`config.mk`:
```
export PLATFORM = sky130hd
export DESIGN_NAME = cache_pagefault
export DESIGN_NICKNAME = d
export VERILOG_FILES = /design/src/rtl/cache_pagefault.sv
export SDC_FILE = /design/constraint.sdc
export NUM_CORES = 1
export LEC_CHECK = 0
export CAP_MARGIN = 30
export CORE_AREA = 2 2 195 197
export CTS_CLUSTER_DIAMETER = 60
export DETAILED_ROUTE_END_ITERATION = 10
export DIE_AREA = 0 0 197 199
export PLACE_DENSITY = 0.53
export SYNTH_ARGS = -nofsm -noshare
export SYNTH_HDL_FRONTEND = slang
export SYNTH_SLANG_ARGS = --single-unit
export TNS_END_PERCENT = 1
```
`constraint.sdc`:
```
create_clock -name clk -period 5.31 [get_ports clk]
set_clock_uncertainty 0.05 [all_clocks]
set_input_delay 0.531 -clock clk [delete_from_list [all_inputs] [get_ports clk]]
set_output_delay 0.531 -clock clk [all_outputs]
set_load 0.02 [all_outputs]
```
`src/rtl/cache_pagefault.sv`:
```
// cache_pagefault: Sv32 page-fault checker with a one-cycle registered copy of the result.
module cache_pagefault (
    input  logic         clk,
    input  logic         rst_n,
    input  logic         csr_satp_mode_r,
    input  logic         os_csr_mstatus_mprv,
    input  logic         os_csr_mstatus_mxr,
    input  logic         os_csr_mstatus_sum,
    input  logic [1:0]   os_csr_mstatus_mpp,
    input  logic [1:0]   os_csr_mcurrent_privilege,
    input  logic [3:0]   os_cmd,
    input  logic [7:0]   tlb_read_accesstag,
    output logic         pagefault,
    output logic [239:0] reason,
    output logic         pagefault_q,
    output logic [239:0] reason_q
);
    localparam logic [3:0] CMD_LOAD    = 4'd1;
    localparam logic [3:0] CMD_STORE   = 4'd2;
    localparam logic [3:0] CMD_EXECUTE = 4'd3;
    localparam logic [1:0] PRIV_USER    = 2'b00;
    localparam logic [1:0] PRIV_MACHINE = 2'b11;
    logic [1:0]   eff_priv;
    logic         pte_d, pte_a, pte_u, pte_x, pte_w, pte_r, pte_v;
    logic         is_user, is_sup, active;
    logic         pagefault_d;
    logic [239:0] reason_d;
    assign {pte_d, pte_a} = tlb_read_accesstag[7:6];
    assign {pte_u, pte_x, pte_w, pte_r, pte_v} = tlb_read_accesstag[4:0];
    // Effective privilege, decoded privilege class, and whether translation applies.
    always_comb begin
        eff_priv = (os_csr_mcurrent_privilege == PRIV_MACHINE && os_csr_mstatus_mprv && os_cmd != CMD_EXECUTE)
                 ? os_csr_mstatus_mpp : os_csr_mcurrent_privilege;
        is_user  = eff_priv == PRIV_USER;
        is_sup   = !is_user && eff_priv != PRIV_MACHINE;
        active   = csr_satp_mode_r && eff_priv != PRIV_MACHINE;
    end
    // Priority-ordered fault checks; the first matching check names the reason.
    always_comb begin
        pagefault = active;
        reason    = "NONE";
        if (!active)                                                  reason = "NONE";
        else if (!pte_v)                                              reason = "INVALID";
        else if (pte_w && !pte_r)                                     reason = "WRITE_NO_READ";
        else if (!pte_a)                                              reason = "ACCESS_BIT_CLEAR";
        else if (is_user && !pte_u)                                   reason = "USER_ACCESS_SUPERVISOR_PAGE";
        else if (is_sup && pte_u && !os_csr_mstatus_sum)              reason = "SUPERVISOR_USER_PAGE_NO_SUM";
        else if (os_cmd == CMD_EXECUTE && !pte_x)                     reason = "NOT_EXECUTABLE";
        else if (os_cmd == CMD_STORE && !pte_w)                       reason = "NOT_WRITABLE";
        else if (os_cmd == CMD_STORE && !pte_d)                       reason = "DIRTY_BIT_CLEAR";
        else if (os_cmd == CMD_LOAD && !pte_r && !(os_csr_mstatus_mxr && pte_x)) reason = "NOT_READABLE";
        else                                                          pagefault = 1'b0;
    end
    // Next values for the registered copy are simply the current combinational result.
    always_comb begin
        pagefault_d = pagefault;
        reason_d    = reason;
    end
    // Registered copy for downstream stages; cleared to all-zero while in reset.
    always_ff @(posedge clk or negedge rst_n) begin
        if (!rst_n) begin
            pagefault_q <= 1'b0;
            reason_q    <= '0;
        end else begin
            pagefault_q <= pagefault_d;
            reason_q    <= reason_d;
        end
    end
endmodule

```
==> results.toml, run 1 <==
[floorplan]
die_h_um = 199
placementRows = 71
start_util = 0.143
coreArea_mm2 = 0.0371
dieWidth_um = 197
ioPinCount = 504
dieArea_mm2 = 0.0392

[cts]
clk_pin_slew_worst_paths_ns = 0.07
cts_setup_buffers = 0
cts_tree = "built"
clk_path_buf_depth = 2
clock_sink_count = 64
ctsHoldBuffers = 0
cts_resized = 0
cts_root_buf = "clkbuf_16"
htree_num_levels = 3
numCtsBuffers = 9

[critical_path]
crit_type = "input pin to output port"
critPathMaxFanout = 11
end_kind = "output port"
required_ns = 4.73
worstPathArrival_ns = 4.45
startpoint_type = "input pin"

[timing]
worst_slew_pin_slew_ns = 0.855
rsz0062_at_grt = "no"
holdWs_ns = 0.0608
slew_headroom = 0.430
slew_viol_final = 0
max_freq_ghz = 0.199
fin_crit_ns = 5.03
min_period_over_period = 0.948
hold_viol_final = 0
setup_violations = 0
tns_ns = 0

[synth]
synth.distinct_cells = 45
ys_top_cells_by_count = "buf_4, dfrtp_1, a21oi_1"
synth-compound-area-share = 0.0985
yosysMostFrequentCell = "buf_4"
synthAdderAreaFrac = 0.00473
synth_edf_count = 0
synth_top_family_by_area = "buffers and inverters"
synthMuxAreaShare = 0.00213
ys_seq_elements = 64
synth-main-ff-cell = "dfrtp_1"
ys_seq_area_frac = 0.302
synth_xor_area_frac = 0
ys_warn_count = 0
netlist_area_mm2 = 0.00530
synth_simple_gate_area_frac = 0.0707
synth.largest_area_cell = "buf_4"
avgSynthCellArea_um2 = 9.01
synthCells = 588
synth_area_leaders = "buf_4, dfrtp_1, a21oi_1"
async_flop_share = 1.00
yosys.area.top_type_share = 0.505

[power]
p_seq_frac = 0.307
pwr-share-clk = 0.379
switching_power_w = 0.000643
power.density_mw_per_mm2 = 227
p_leak_nw = 3.11
peakVddDrop_mv = 0.155
p_sw_frac = 0.379
power.internal_w = 0.00105
power.share.combinational = 0.314

[job]
max-cap-violations = 0

[routing]
first_pass_iters = 4
dr_total_vias = 3741
viasPerCell = 3.05
detail-route-antenna-nets = 0
routedWlPerCell_um = 15.7
drt_iter0_markers = 147
drc_errors = 0
totalWireLength_um = 19200

[cells_and_area]
num_antenna_cells = 0
fin_nets = 773
nFillCells = 4069
syn_to_final_growth_pct = 40.6
drive_gt1_frac = 0.0703

[grt]
grt_pass1_vias = 3061
grt_use_total = 0.0921
grt_overflow_total = 0
grt_max_degree = 35
grt_pass1_wl_um = 24400
antenna_found_initial = 0

[outcome]
status = "completed"

[place]
portBuffers = 314
gp_congestion = 0.761
hpwl_um = 16000

[min_path]
hold_class = "input pin to async pin"
[path summary, 6_finish.rpt]
check                      slack, ns            start           end
worst max-delay path            0.28        os_cmd[0]    reason[48]
max in group asynchronous       4.55            rst_n  reason_q[10]
min in group clk                0.92  csr_satp_mode_r  reason_q[25]
worst min-delay path            0.06            rst_n  reason_q[60]
[kinds of logic after synthesis]
kind of cell	count (synthesis)
AND/OR/NAND/NOR	64
other	2
multiplexers	1
flip-flops	64
buffers and inverters	375
AO/OA/AOI/OAI	80
adder cells (fa/ha/maj)	2
[power by group through the flow]
stage | clock [W] | sequential [W] | combinational (W)
after floorplan | 0 | 0.000560 | 0.000411
after global placement | 0 | 0.000530 | 0.000533
after detailed placement | 0 | 0.000531 | 0.000536
after CTS | 0.000678 | 0.000521 | 0.000537
after global routing | 0.000691 | 0.000524 | 0.000566
final | 0.000642 | 0.000521 | 0.000531
[layout by cell type (no fill, tap or decap), types with 2 or more instances in the layout]
cell,n
buf_4,20
nand3_1,4
a31oi_1,9
nand2_1,13
clkbuf_16,9
or3b_4,2
dfrtp_1,64
nand2b_1,6
nor2_1,17
inv_6,3
ha_1,2
nor2b_1,3
conb_1,189
inv_1,6
a21oi_1,28
o21ai_0,18
clkdlybuf4s50_1,311
o21ai_1,4
nor3_1,4
o31ai_1,5
nor2_2,3
a21o_1,6
[stage by stage]
step / cell area [um2] / instances / setup slack, ns / total power (W) / utilization
2_1_floorplan: 6000 / 775 / 0.885 / 0.000971 / -
3_3_place_gp: 7120 / 1211 / 0.339 / 0.00106 / 0.192
3_5_place_dp: 7140 / 1212 / 0.271 / 0.00107 / 0.192
4_1_cts: 7450 / 1228 / 0.267 / 0.00174 / 0.201
5_1_grt: 7450 / 1228 / 0.0691 / 0.00178 / 0.201
6_report: 7450 / 1228 / 0.276 / 0.00169 / 0.201
[area by class of cell]
type | instances | area, um2 | area share
clock inverter | 7 | 77.6 | 0.0104
tap | 474 | 593 | 0.0796
sequential | 64 | 1600 | 0.215
timing repair buffer | 332 | 3280 | 0.441
multi-input combinational | 336 | 1640 | 0.221
clock buffer | 9 | 225 | 0.0302
inverter | 6 | 22.5 | 0.00302
[sequential cells by signal (all words and copies together), names as in the netlist]
| register | count |
|---|---|
| pagefault_q | 1 |
| reason_q | 63 |
[layer usage]
metal	up-vias	share of wire	GRT usage	routed length (um)
li1	1673	-	-	-
met3	13	0.088	0.0317	1700
met5	-	0	0	0
met4	0	0.015	0.0362	282
met1	1786	0.40	0.110	7690
met2	269	0.50	0.152	9570
[worst max-delay path: stages]
cell             delay (ns)
clkdlybuf4s50_1        0.49
or3b_4                 0.44
o21ai_0                0.27
o21ai_0                0.27
inv_1                  0.12
ha_1                   0.14
nand3b_1               0.42
nand2_1                0.45
o21ai_0                0.18
a21oi_1                0.44
clkdlybuf4s50_1        0.70
No activity file was read; power rests on OpenSTA's default activity.
==> run 2: changes to the inputs <==
- CORE_AREA: 2 2 195 197 -> 2 2 194 196
- DIE_AREA: 0 0 197 199 -> 0 0 196 198
- PLACE_DENSITY: 0.53 -> 0.55
- clock period: 5.31 -> 4.55 ns (I/O delays scaled with it)
==> run 2 against run 1 <==
Effect of this change:
- sequential share of layout area down 0.38 points
- final area up 1.8%
- critical path type unchanged
- non-clock buffer count up 19
- largest cell class unchanged
- flip-flop and latch count unchanged
- core utilization up 0.46 points
- routed wire length down 2.2%
- global-route usage down 0.14 points
==> results.toml, run 2 (same netlist as run 1, synthesis figures left out) <==
[outcome]
status = "completed"

[routing]
first_pass_iters = 5
detail-route-antenna-nets = 0
drt_iter0_markers = 141
dr_total_vias = 3797
wl_met3_um = 1910
viasPerCell = 3.04
dr.max_layer_used = "met5"
totalWireLength_um = 18800
routedWlPerCell_um = 15.1
wl_met2_um = 9560
drc_errors = 0
drt-met1-wl_um = 7040

[place]
portBuffers = 314
gp_congestion = 0.752
dp.cells = 1229
hpwl_um = 15800

[cts]
clock_sink_count = 64
cts_setup_buffers = 0
clk_path_buf_depth = 2
cts_tree = "built"
clk_pin_slew_worst_paths_ns = 0.06
htree_num_levels = 3
numCtsBuffers = 9
cts_root_buf = "clkbuf_16"

[critical_path]
crit_type = "input pin to output port"
required_ns = 4.05
startpoint_type = "input pin"
end_kind = "output port"
worstPathArrival_ns = 3.82
critPathMaxFanout = 5

[timing]
fin_crit_ns = 4.33
hold_viol_final = 0
slew_headroom = 0.498
max_freq_ghz = 0.231
setup_violations = 0
worst_slew_pin_slew_ns = 0.749
rsz0062_at_grt = "no"
slew_viol_final = 0
min_period_over_period = 0.951
tns_ns = 0

[floorplan]
start_util = 0.143
dieArea_mm2 = 0.0388
coreArea_mm2 = 0.0370
die_h_um = 198
placementRows = 71
ioPinCount = 504
dieWidth_um = 196

[min_path]
hold_class = "input pin to async pin"

[cells_and_area]
multi_input_area_mm2 = 0.00165
syn_to_final_growth_pct = 43.1
fin_cells = 1249
seq_area_mm2 = 0.00160
drive_gt1_frac = 0.114
reg_top3 = "reason_q (63), pagefault_q (1)"
nFillCells = 4066
regMostFlops = "reason_q"
largest_reg_flops = 63
fin_nets = 792
final_common_cell = "clkdlybuf4s50_1"
most-common-layout-cells = "clkdlybuf4s50_1, conb_1, dfrtp_1"

[power]
totalPowerFinal_w = 0.00193
power.share.combinational = 0.326
power.density_mw_per_mm2 = 255
p_sw_frac = 0.382
peakVddDrop_mv = 0.125
p_seq_frac = 0.315
switching_power_w = 0.000738
pwr-share-clk = 0.359
p_leak_nw = 3.22
power.internal_w = 0.00119

[grt]
grt_overflow_total = 0
grt_pass1_wl_um = 24100
grt_max_degree = 65
antenna_found_initial = 5
grt_pass1_vias = 3026
grt_use_total = 0.0907

[job]
max-cap-violations = 0
run 2: changes by cell type in the layout (fill, tap and decap cells not counted), sizes merged:
cell and change:
diode +2, clkbuf +1, clkdlybuf4s50 -16, inv -2, buf +34, clkinv -1
clkinvlp +3, dlygate4sd3 +1, bufinv -1
run 2: critical path, cell delays in order:
cell             delay [ns]
clkdlybuf4s50_1        0.48
or3b_4                 0.38
o21ai_0                0.20
o21ai_0                0.12
buf_4                  0.15
inv_1                  0.05
ha_1                   0.13
and3b_1                0.26
nor4_2                 0.09
buf_4                  0.18
a31oi_1                0.58
clkdlybuf4s50_1        0.74
run 2: per-layer routing:
layer	up-vias	global-route usage
met5	-	0
met4	4	0.0331
met3	20	0.0361
met2	271	0.155
met1	1788	0.102
li1	1714	-
run 2: timing repair:
item / 4_1_cts / 5_1_grt
endpoints found under the hold margin: 0 / 4
gates resized for setup: 0 / 1
hold buffers: 0 / 1
endpoints found under the setup margin: 0 / 3
run 2: metrics by stage:
step	cell area, um2	hold WS [ns]	util	setup slack [ns]
final	7580	0.515	0.205	0.223
after global routing	7570	0.561	0.205	0.0206
after CTS	7540	0.212	0.204	0.169
after floorplan	6000	0.109	-	0.277
after detailed placement	7260	0.619	0.196	0.170
after global placement	7260	0.611	0.196	0.199
run 2: path summary, 6_finish.rpt:
check                      depth (start not counted)            start           end  slack (ns)
min in group clk                                   3  csr_satp_mode_r  reason_q[25]        0.92
max in group asynchronous                          3            rst_n  reason_q[99]        3.36
max                                               12        os_cmd[0]     reason[8]        0.22
min                                                2            rst_n  reason_q[58]        0.52
run 2: final cells by class:
class	count	area share
timing repair buffer	351	0.452
antenna	2	0.000660
sequential	64	0.211
inverter	6	0.00297
clock buffer	10	0.0315
multi-input combinational	336	0.218
tap	474	0.0782
clock inverter	6	0.00578
run 2: power groups by stage:
stage	Sequential, W	Clock, W	Combinational (W)
after floorplan	0.000653	0	0.000479
after global placement	0.000620	0	0.000631
after detailed placement	0.000620	0	0.000632
after CTS	0.000610	0.000742	0.000633
after global routing	0.000612	0.000755	0.000671
final	0.000609	0.000692	0.000629
==> run 3: changes to the inputs <==
- CORE_AREA: 2 2 194 196 -> 2 2 195 197
- CTS_CLUSTER_DIAMETER: 60 -> 120
- CTS_CLUSTER_SIZE: unset -> 40
- DIE_AREA: 0 0 196 198 -> 0 0 197 199
- PLACE_DENSITY: 0.55 -> 0.53
- clock period: 4.55 -> 5.1 ns (I/O delays scaled with it)
==> run 3 against run 2 <==
Effect of this change:
- routed wire length rose by 0.71%
- clock power fell by 4.2%
- hold slack worse by 0.46 ns
- critical path depth is 1 higher
- setup slack gained 0.12 ns
- count of clock-buffer cells in the layout shrank 1
- core utilization shrank 0.29 points
- die area increased by 1.0%
- flip-flop and latch count unchanged
- via count down 1.4%
- first-iteration DRC count shrank 1.4%
- largest cell class unchanged
- largest power group unchanged
==> results.toml, run 3 (same netlist as run 1, synthesis figures left out) <==
[outcome]
status = "completed"

[critical_path]
worstPathCellList = "clkdlybuf4s50_1, or3b_4, o21ai_0, o21ai_0, inv_1, ha_1, nor2b_1, buf_4, and2_1, nand2_1, nor2_2, buf_4, clkdlybuf4s50_1"
critPathMaxStageDelay_ns = 0.67
worstPathArrival_ns = 4.20
end_kind = "output port"
critPathMaxFanout = 31
path_buf_inv = 5
startpoint_type = "input pin"
crit_type = "input pin to output port"
required_ns = 4.54
setup.worst_path.start = "os_cmd[0]"
critical_path.endpoint = "reason[129]"
path_depth = 13
path_delay_family = "buffers and inverters"
cp_slowest_cell = "clkdlybuf4s50_1"

[cells_and_area]
multi_input_area_mm2 = 0.00164
largest_reg_flops = 63
syn_to_final_growth_pct = 41.8
reg_top3 = "reason_q (63), pagefault_q (1)"
final_area_mm2 = 0.00751
seq_area_mm2 = 0.00160
final_common_cell = "clkdlybuf4s50_1"
nFillCells = 4087
drive_gt1_frac = 0.0828
most-common-layout-cells = "clkdlybuf4s50_1, conb_1, dfrtp_1"
fin_nets = 780
regMostFlops = "reason_q"

[timing]
worst_slew_pin_slew_ns = 0.804
min_period_over_period = 0.933
rsz0062_at_grt = "no"
hold_viol_final = 0
slew_viol_final = 0
setup_violations = 0
setup_ws_ns = 0.340
fin_crit_ns = 4.76
tns_ns = 0
slew_headroom = 0.464
max_freq_ghz = 0.210

[grt]
grt_max_degree = 36
antenna_found_initial = 2
grt_pass1_wl_um = 24000
grt_use_total = 0.0906
grt_pass1_vias = 3055
grt_overflow_total = 0

[floorplan]
die_h_um = 199
start_util = 0.143
dieArea_mm2 = 0.0392
coreArea_mm2 = 0.0371
ioPinCount = 504
placementRows = 71
dieWidth_um = 197

[power]
peakVddDrop_mv = 0.161
p_leak_nw = 3.15
power.density_mw_per_mm2 = 235

[routing]
drt_iter0_markers = 139
dr_total_vias = 3742
routedWlPerCell_um = 15.3
detail-route-antenna-nets = 0
totalWireLength_um = 19000
first_pass_iters = 4
viasPerCell = 3.03
drc_errors = 0

[place]
hpwl_um = 15900
gp_congestion = 0.773
portBuffers = 314
preCtsSetupSlack_ns = 0.265
placed_area_mm2 = 0.00720

[job]
max-cap-violations = 0

[cts]
ctsHoldBuffers = 0
cts_setup_buffers = 0
clk_path_buf_depth = 2
clock_sink_count = 64
cts_root_buf = "clkbuf_16"
htree_num_levels = 3
cts_tree = "built"
clk_pin_slew_worst_paths_ns = 0.06
numCtsBuffers = 9
cts_resized = 0

[min_path]
hold_class = "input pin to async pin"
-- run 3: changes by cell type in the layout (fill, tap and decap cells not counted), sizes merged --
cell,previous run,this run
clkbuf,10,9
clkdlybuf4s50,295,308
diode,2,1
clkinvlp,4,1
dlygate4sd3,1,0
clkinv,1,2
buf,55,31
bufinv,0,1
inv,7,9
-- run 3: power by group --
part           internal (W)  switching (W)  total [W]
clock              0.000383       0.000280   0.000663
sequential         0.000532      0.0000111   0.000543
combinational      0.000184       0.000374   0.000558
-- run 3: worst min path at each step --
stage | start | end | slack, ns | cells past startpoint
after CTS | rst_n | reason_q[51] | 0.06 | 1
after detailed placement | rst_n | reason_q[91] | 0.46 | 1
after floorplan | rst_n | pagefault_q | 0.16 | 0
after global routing | rst_n | reason_q[91] | 0.08 | 1
final | rst_n | reason_q[91] | 0.05 | 1
after global placement | rst_n | reason_q[91] | 0.68 | 1
-- run 3: cell type report --
| class | instances | share of cell area |
|---|---|---|
| timing repair buffer | 339 | 0.445 |
| multi-input combinational | 336 | 0.219 |
| sequential | 64 | 0.213 |
| tap | 474 | 0.0790 |
| clock buffer | 9 | 0.0300 |
| clock inverter | 7 | 0.0103 |
| inverter | 6 | 0.00300 |
| antenna | 1 | 0.000333 |
-- run 3: layer usage --
layer  vias up  routed length (um)  track usage  share of wire
met5         -                   0            0              0
met4         0                 299       0.0359          0.016
met3        14                1550       0.0297          0.082
met2       270                9290        0.148           0.49
met1      1773                7820        0.110           0.41
li1       1685                   -            -              -
-- run 3: metrics by stage --
| step | hold slack (ns) | util | power (W) | instances |
|---|---|---|---|---|
| floorplan | 0.164 | - | 0.00101 | 775 |
| global placement | 0.681 | 0.193 | 0.00111 | 1218 |
| detailed placement | 0.462 | 0.194 | 0.00112 | 1219 |
| CTS | 0.0574 | 0.202 | 0.00181 | 1235 |
| global route | 0.0768 | 0.202 | 0.00186 | 1235 |
| finish | 0.0539 | 0.202 | 0.00176 | 1236 |
